<file path="src/rtl/montacargas_gen.sv">
// montacargas_gen: freight-lift controller for FLOORS stops with collective
// up/down scheduling, door dwell and a self-timed 2-digit display scan.
// Optional overweight hold (OVER state) is built when MONTACARGAS_SP_EN is
// defined; without it the sp input is ignored.
// Handshake note: there is no valid/ready traffic here. Every input is a
// level sampled on each rising clk edge, and every output is a register that
// changes only on that edge or on reset.
`timescale 1ns/1ps
module montacargas_gen #(
   parameter int FLOORS  = 4,
   parameter int FW      = 3,
   parameter int DWELL   = 4000000,
   parameter int MUX_DIV = 33333
) (
   input  logic              clk,
   input  logic              reset,
   input  logic [FLOORS-1:0] call,
   input  logic [FLOORS-1:0] fc,
   input  logic              sp,
   output logic [1:0]        motor,
   output logic [1:0]        on,
   output logic [6:0]        seg,
   output logic [FW-1:0]     floor,
   output logic              busy,
   output logic [2:0]        dbg_state,
   output logic [FLOORS-1:0] dbg_req
);

   localparam int CW = (DWELL > 1) ? $clog2(DWELL) : 1;
   localparam int MW = (MUX_DIV > 1) ? $clog2(MUX_DIV) : 1;
   localparam logic [CW-1:0] CNT_LOAD = CW'(DWELL - 1);
   localparam logic [MW-1:0] MUX_LAST = MW'(MUX_DIV - 1);
   localparam logic [6:0]    SEG_BLANK = 7'b0000000;
`ifdef MONTACARGAS_SP_EN
   localparam logic [6:0]    SEG_S = 7'b1101101;
   localparam logic [6:0]    SEG_P = 7'b1110011;
`endif

   typedef enum logic [2:0] {
      S_HOMING = 3'd0,
      S_IDLE   = 3'd1,
      S_UP     = 3'd2,
      S_DOWN   = 3'd3,
      S_DWELL  = 3'd4,
      S_OVER   = 3'd5
   } state_t;

   state_t              state_q, state_d;
   logic [FLOORS-1:0]   req_q, req_d;
   logic [FW-1:0]       floor_q, floor_d;
   logic [CW-1:0]       cnt_q, cnt_d;
   logic                dir_q, dir_d;      // last travel direction, 1 = up
   logic [MW-1:0]       mux_q, mux_d;
   logic [1:0]          on_q, on_d;
   logic [6:0]          seg_q, seg_d;
   logic [1:0]          motor_q, motor_d;
   logic                busy_q, busy_d;

   logic                fc_valid;
   logic [FW-1:0]       fc_idx;
   logic [FLOORS-1:0]   floor_oh;
   logic                ahead_up, ahead_dn;
   logic [FLOORS-1:0]   set_m, clr_m;
   logic                sp_hold;
   logic [6:0]          left_seg, right_seg;
   int                  next_up, next_dn;

`ifdef MONTACARGAS_SP_EN
   assign sp_hold = sp;
`else
   logic unused_sp;
   assign unused_sp = sp;
   assign sp_hold   = 1'b0;
`endif

   // Digit pattern for floor index idx (shown as idx+1), segments g..a.
   function automatic logic [6:0] digit_code(input int idx);
      case (idx)
         0:       digit_code = 7'b0000110;
         1:       digit_code = 7'b1011011;
         2:       digit_code = 7'b1001111;
         3:       digit_code = 7'b1100110;
         4:       digit_code = 7'b1101101;
         5:       digit_code = 7'b1111101;
         6:       digit_code = 7'b0000111;
         7:       digit_code = 7'b1111111;
         default: digit_code = SEG_BLANK;
      endcase
   endfunction

   // Limit-switch decode: only a one-hot pattern identifies a floor.
   always_comb begin : fc_decode
      fc_valid = $onehot(fc);
      fc_idx   = '0;
      for (int i = 0; i < FLOORS; i++) begin
         if (fc[i]) fc_idx = FW'(i);
      end
      floor_d = fc_valid ? fc_idx : floor_q;
   end

   // Pending-request summary relative to the confirmed floor.
   always_comb begin : ahead_calc
      ahead_up = 1'b0;
      ahead_dn = 1'b0;
      floor_oh = '0;
      for (int i = 0; i < FLOORS; i++) begin
         if (i > int'(floor_q) && req_q[i]) ahead_up = 1'b1;
         if (i < int'(floor_q) && req_q[i]) ahead_dn = 1'b1;
         if (FW'(i) == floor_q) floor_oh[i] = 1'b1;
      end
   end

   // Scheduler next-state, dwell timer and request set/clear masks.
   always_comb begin : fsm_next
      state_d = state_q;
      cnt_d   = cnt_q;
      dir_d   = dir_q;
      set_m   = call;
      clr_m   = '0;
      case (state_q)
         S_HOMING: begin
            if (fc[0]) begin
               state_d  = S_DWELL;
               cnt_d    = CNT_LOAD;
               dir_d    = 1'b0;
               clr_m[0] = 1'b1;
            end
         end
         S_IDLE: begin
            if (sp_hold) begin
               state_d = S_OVER;
            end else if (|(req_q & floor_oh)) begin
               clr_m   = floor_oh;
               state_d = S_DWELL;
               cnt_d   = CNT_LOAD;
            end else if (ahead_up) begin
               state_d = S_UP;
               dir_d   = 1'b1;
            end else if (ahead_dn) begin
               state_d = S_DOWN;
               dir_d   = 1'b0;
            end
         end
         // A call arriving on the same edge as the car counts as a request.
         S_UP: begin
            if (fc_valid && ((|(fc & (req_q | call))) || fc[FLOORS-1])) begin
               clr_m   = fc;
               state_d = S_DWELL;
               cnt_d   = CNT_LOAD;
            end
         end
         S_DOWN: begin
            if (fc_valid && ((|(fc & (req_q | call))) || fc[0])) begin
               clr_m   = fc;
               state_d = S_DWELL;
               cnt_d   = CNT_LOAD;
            end
         end
         S_DWELL: begin
            set_m = call & ~floor_oh;
            if (sp_hold) begin
               state_d = S_OVER;
            end else if (|(call & floor_oh)) begin
               cnt_d = CNT_LOAD;
            end else if (cnt_q != '0) begin
               cnt_d = cnt_q - 1'b1;
            end else if (dir_q && ahead_up) begin
               state_d = S_UP;
            end else if (!dir_q && ahead_dn) begin
               state_d = S_DOWN;
            end else if (ahead_dn) begin
               state_d = S_DOWN;
               dir_d   = 1'b0;
            end else if (ahead_up) begin
               state_d = S_UP;
               dir_d   = 1'b1;
            end else begin
               state_d = S_IDLE;
            end
         end
`ifdef MONTACARGAS_SP_EN
         S_OVER: begin
            if (!sp) begin
               state_d = S_DWELL;
               cnt_d   = CNT_LOAD;
            end
         end
`endif
         default: state_d = S_HOMING;
      endcase
      // Clearing wins over a simultaneous call at the stop floor.
      req_d = (req_q | set_m) & ~clr_m;
   end

   // Display scan divider: alternate the lit digit every MUX_DIV cycles.
   always_comb begin : scan_next
      if (mux_q == MUX_LAST) begin
         mux_d = '0;
         on_d  = ~on_q;
      end else begin
         mux_d = mux_q + 1'b1;
         on_d  = on_q;
      end
   end

   // Registered outputs derived from the next state so they track it exactly.
   always_comb begin : outputs_next
      next_up = FLOORS - 1;
      next_dn = 0;
      for (int i = FLOORS - 1; i >= 0; i--) begin
         if (i > int'(floor_d) && req_d[i]) next_up = i;
      end
      for (int i = 0; i < FLOORS; i++) begin
         if (i < int'(floor_d) && req_d[i]) next_dn = i;
      end
      left_seg  = SEG_BLANK;
      right_seg = SEG_BLANK;
      motor_d   = 2'b00;
      case (state_d)
         S_HOMING: begin
            left_seg = digit_code(0);
            motor_d  = 2'b10;
         end
         S_UP: begin
            left_seg = digit_code(next_up);
            motor_d  = 2'b01;
         end
         S_DOWN: begin
            left_seg = digit_code(next_dn);
            motor_d  = 2'b10;
         end
         S_IDLE, S_DWELL: right_seg = digit_code(int'(floor_d));
`ifdef MONTACARGAS_SP_EN
         S_OVER: begin
            left_seg  = SEG_S;
            right_seg = SEG_P;
         end
`endif
         default: begin
            left_seg  = SEG_BLANK;
            right_seg = SEG_BLANK;
         end
      endcase
      busy_d = (state_d != S_IDLE);
      seg_d  = (on_d == 2'b10) ? right_seg : left_seg;
   end

   // State and output registers; reset stops the motor immediately.
   always_ff @(posedge clk or negedge reset) begin
      if (!reset) begin
         state_q <= S_HOMING;
         req_q   <= '0;
         floor_q <= '0;
         cnt_q   <= '0;
         dir_q   <= 1'b0;
         mux_q   <= '0;
         on_q    <= 2'b10;
         seg_q   <= SEG_BLANK;
         motor_q <= 2'b00;
         busy_q  <= 1'b1;
      end else begin
         state_q <= state_d;
         req_q   <= req_d;
         floor_q <= floor_d;
         cnt_q   <= cnt_d;
         dir_q   <= dir_d;
         mux_q   <= mux_d;
         on_q    <= on_d;
         seg_q   <= seg_d;
         motor_q <= motor_d;
         busy_q  <= busy_d;
      end
   end

   assign motor     = motor_q;
   assign on        = on_q;
   assign seg       = seg_q;
   assign floor     = floor_q;
   assign busy      = busy_q;
   assign dbg_state = state_q;
   assign dbg_req   = req_q;

endmodule

</file>
<file path="config.mk">
export PLATFORM = sky130hd
export DESIGN_NAME = montacargas_gen
export DESIGN_NICKNAME = d
export VERILOG_FILES = /design/src/rtl/montacargas_gen.sv
export SDC_FILE = /design/constraint.sdc
export NUM_CORES = 1
export LEC_CHECK = 0
export ABC_AREA = 0
export CAP_MARGIN = 40
export CORE_UTILIZATION = 45
export DETAILED_ROUTE_END_ITERATION = 16
export PLACE_DENSITY = 0.65
export SYNTH_ARGS = -nofsm -noshare
export SYNTH_HDL_FRONTEND = slang
export SYNTH_SLANG_ARGS = --single-unit
</file>
<file path="constraint.sdc">
create_clock -name clk -period 2.7 [get_ports clk]
set_clock_uncertainty 0.2 [all_clocks]
set_input_delay 0.54 -clock clk [delete_from_list [all_inputs] [get_ports clk]]
set_output_delay 0.54 -clock clk [all_outputs]
set_load 0.1 [all_outputs]
</file>
==> impl_metrics.py <==
metrics = {
    "run_status": {
        "status": "finished, violations left",
        "violations": "negative setup slack",
    },
    "logic_synthesis": {
        "ys_seq_area_frac": 0.4242,
        "yosys-mux-area-fraction": 0.01944,
        "yosys.area_share.simple": 0.2527,
        "async_flop_share": 1.000,
        "synthXorXnorAreaFrac": 0.07046,
        "dominantRegCellSynth": "dfrtp_1",
        "synth_cells": 369,
        "synth-compound-area-share": 0.1506,
        "syn_nets": 393,
        "yosysWarnings": 0,
        "synth_area_sq_mm": 0.003605,
        "synth_top_family_by_area": "simple AND/OR/NAND/NOR gates",
        "synth_enable_flop_cells": 0,
        "synth_seq_cells": 61,
        "synthAdderAreaFrac": 0.04721,
        "synthDistinctLibCells": 70,
        "avgSynthCellArea_sq_um": 9.769,
    },
    "layout": {
        "fill_cells": 634,
        "final_core_util": 0.6679,
        "drive_gt1_frac": 0.3802,
        "fin_area_sq_mm": 0.005161,
        "finalNetCount": 524,
        "instances_no_fill": 607,
        "final_cell_mix": "buf_4, dfrtp_1, nor2_1",
        "antennaDiodeCount": 0,
        "syn_to_final_growth_pct": 43.18,
        "final_common_cell": "buf_4",
    },
    "pwr": {
        "p_per_area_mw_per_mm2": 762.3,
        "p_leak_nw": 2.274,
        "max-vdd-ir-drop_mv": 0.3469,
    },
    "clocking": {
        "cts.sinks": 61,
        "clkTransAtPathRegs_ns": 0.07,
        "htree_levels": 3,
        "clockBufferDepth": 2,
        "numCtsBuffers": 9,
        "cts_hold_buffers": 0,
        "cts_root_buf": "clkbuf_8",
        "worstSkewPairLatency_ns": 0.34,
        "cts_tree": "yes",
    },
    "timing": {
        "fin_ws_ns": -1.111,
        "grt_setup_unrepaired": "yes",
        "post-route-min-period_ns": 3.811,
        "fmax_mhz": 262.4,
        "period_share": 1.411,
        "worst_slew_pin_slew_ns": 0.9213,
        "max_slew_margin": 0.3802,
        "hold_viol": 0,
        "drv_slew": 0,
        "setup_viol_count_final": 39,
        "whs_ns": 0.02593,
    },
    "global_routing": {
        "gr-usage-all-layers": 0.2434,
        "grt_pass1_vias": 3402,
        "overflow": 0,
        "grt_max_degree": 36,
        "grt_first_pass_wirelength_mm": 16.06,
        "grt_antenna_before_repair": 0,
    },
    "route": {
        "drc": 0,
        "drt_iter0_markers": 206,
        "drt-total-wl_mm": 9.845,
        "vias": 3376,
        "dr.pass1.iters": 4,
        "routed_via_density": 5.562,
        "wl_per_cell_microns": 16.22,
        "postRouteAntennaNets": 0,
    },
    "floorplan": {
        "die_area_sq_mm": 0.008372,
        "die_h_microns": 91.50,
        "row_count": 32,
        "start_util": 0.4665,
        "pin_count": 33,
        "die_x_microns": 91.50,
        "core_sq_mm": 0.007727,
    },
    "critical_path": {
        "crit_top_cell": "ha_2",
        "worstPathRequired_ns": 2.73,
        "worstSetupStartpoint": "fc[3]",
        "cp_num_buf_inv": 3,
        "critical-path-top-delay-family": "simple AND/OR/NAND/NOR gates",
        "critPathArrivalTime_ns": 3.84,
        "crit_fanout": 5,
        "crit_chain": "buf_8 -> inv_8 -> fa_1 -> inv_1 -> ha_2 -> ha_4 -> or3b_4 -> or4_4 -> a21oi_4 -> a221oi_4 -> o21ai_1 -> o2bb2ai_1 -> a21o_1 -> ha_2 -> nor2_1 -> and3_1 -> a211o_1",
        "cp-start-kind": "primary input",
        "r2r_start": "cnt_q[0]",
        "cp-end-kind": "flip-flop",
        "max_stage_delay_ns": 0.52,
        "crit_path_top_delay_cell": "fa_1",
        "crit_type": "in -> reg",
    },
    "min_path": {
        "hp-class": "in -> async",
    },
    "placed_design": {
        "dpl-instance-area_sq_mm": 0.004730,
        "port_buffers": 31,
        "place.gp.congestion": 0.8821,
        "hpwl_mm": 6.870,
        "dpl.cell_count": 582,
    },
    "flow_run": {
        "max_cap_viol_count": 0,
    },
}
-- flip-flops by register name, indices dropped and copies added, names as in the netlist --
| signal | flops |
|---|---|
| seg | 7 |
| on | 2 |
| cnt_q | 22 |
| motor | 2 |
| dbg_req | 4 |
| busy | 1 |
| dbg_state | 3 |
| floor | 3 |
| dir_q | 1 |
| mux_q | 16 |
-- repair_timing --
item                                    4_1_cts  5_1_grt
pin swaps                                    11       11
setup buffers                                 2        6
resized for setup                            23       18
endpoints found under the setup margin       42       39
gates cloned                                  0        1
-- final cells by class --
type | count | area [sq um] | share of cell area
multi-input cells | 282 | 2161 | 0.4187
well taps | 102 | 127.6 | 0.02473
repair buffers | 128 | 1044 | 0.2022
clock inverters | 4 | 72.57 | 0.01406
flip-flops and latches | 61 | 1531 | 0.2967
clock buffers | 12 | 145.1 | 0.02812
inverters | 18 | 80.08 | 0.01552
-- power breakdown --
| part | total, mW | switching [mW] | internal, mW |
|---|---|---|---|
| logic | 1.97 | 1.21 | 0.756 |
| clock network | 0.912 | 0.367 | 0.544 |
| registers | 1.06 | 0.0680 | 0.988 |
-- through the flow --
step | worst slack, ns | setup TNS (ns) | power (mW)
global route | -1.232 | -34.86 | 4.133
CTS | -1.121 | -27.88 | 3.874
floorplan | -1.402 | -31.31 | 2.236
global placement | -1.885 | -60.11 | 2.914
finish | -1.111 | -31.44 | 3.935
detailed placement | -1.964 | -61.63 | 2.927
-- synth_stat cells, types with 3 or more instances --
cell / count / area (sq um)
nor3_2: 4 / 40.04
nor4b_1: 5 / 43.79
clkbuf_1: 5 / 18.77
a21oi_1: 11 / 55.05
mux2i_1: 7 / 70.07
nor2b_1: 4 / 25.02
ha_1: 12 / 150.1
and3_1: 6 / 37.54
nand2b_1: 5 / 31.28
or3_1: 5 / 31.28
nand3_1: 12 / 60.06
xor2_1: 12 / 105.1
nand4_1: 3 / 18.77
o21a_1: 3 / 22.52
dfrtp_1: 59 / 1476
o21ai_1: 3 / 15.01
a31oi_1: 7 / 43.79
inv_1: 17 / 63.81
o22ai_1: 4 / 25.02
nand3b_1: 3 / 22.52
nor4_1: 9 / 56.30
nor2_1: 43 / 161.4
and2_1: 3 / 18.77
nand2_1: 31 / 116.4
xnor2_1: 17 / 148.9
o2bb2ai_1: 3 / 26.28
o21ai_0: 14 / 70.07
nor3_1: 10 / 50.05
-- layer usage --
layer	vias up	track usage	wire length (microns)
met5	-	0	0
met4	0	0.1217	296
met3	28	0.04355	412
met2	94	0.3904	4727
met1	1667	0.3153	4409
li1	1587	-	-
-- cell families (layout without fill, tap and decap cells) --
group | Yosys count | count (layout)
compound gates | 71 | 72
simple gates | 161 | 161
fa+ha+maj | 13 | 13
buf+inv | 27 | 162
xor+xnor | 29 | 29
mux | 7 | 7
flops | 61 | 61
-- final timing paths --
| path | slack [ns] | depth (start not counted) | to |
|---|---|---|---|
| max | -1.11 | 17 | seg[2] |
| min reg2reg | 0.30 | 2 | cnt_q[20] |
| min | 0.03 | 1 | mux_q[2] |
| max in group asynchronous | 1.66 | 2 | cnt_q[11] |
| min in group clk | 0.30 | 2 | cnt_q[20] |
| max reg2reg | -0.26 | 9 | seg[2] |
Note: power is estimated with default switching activity, not from simulation.
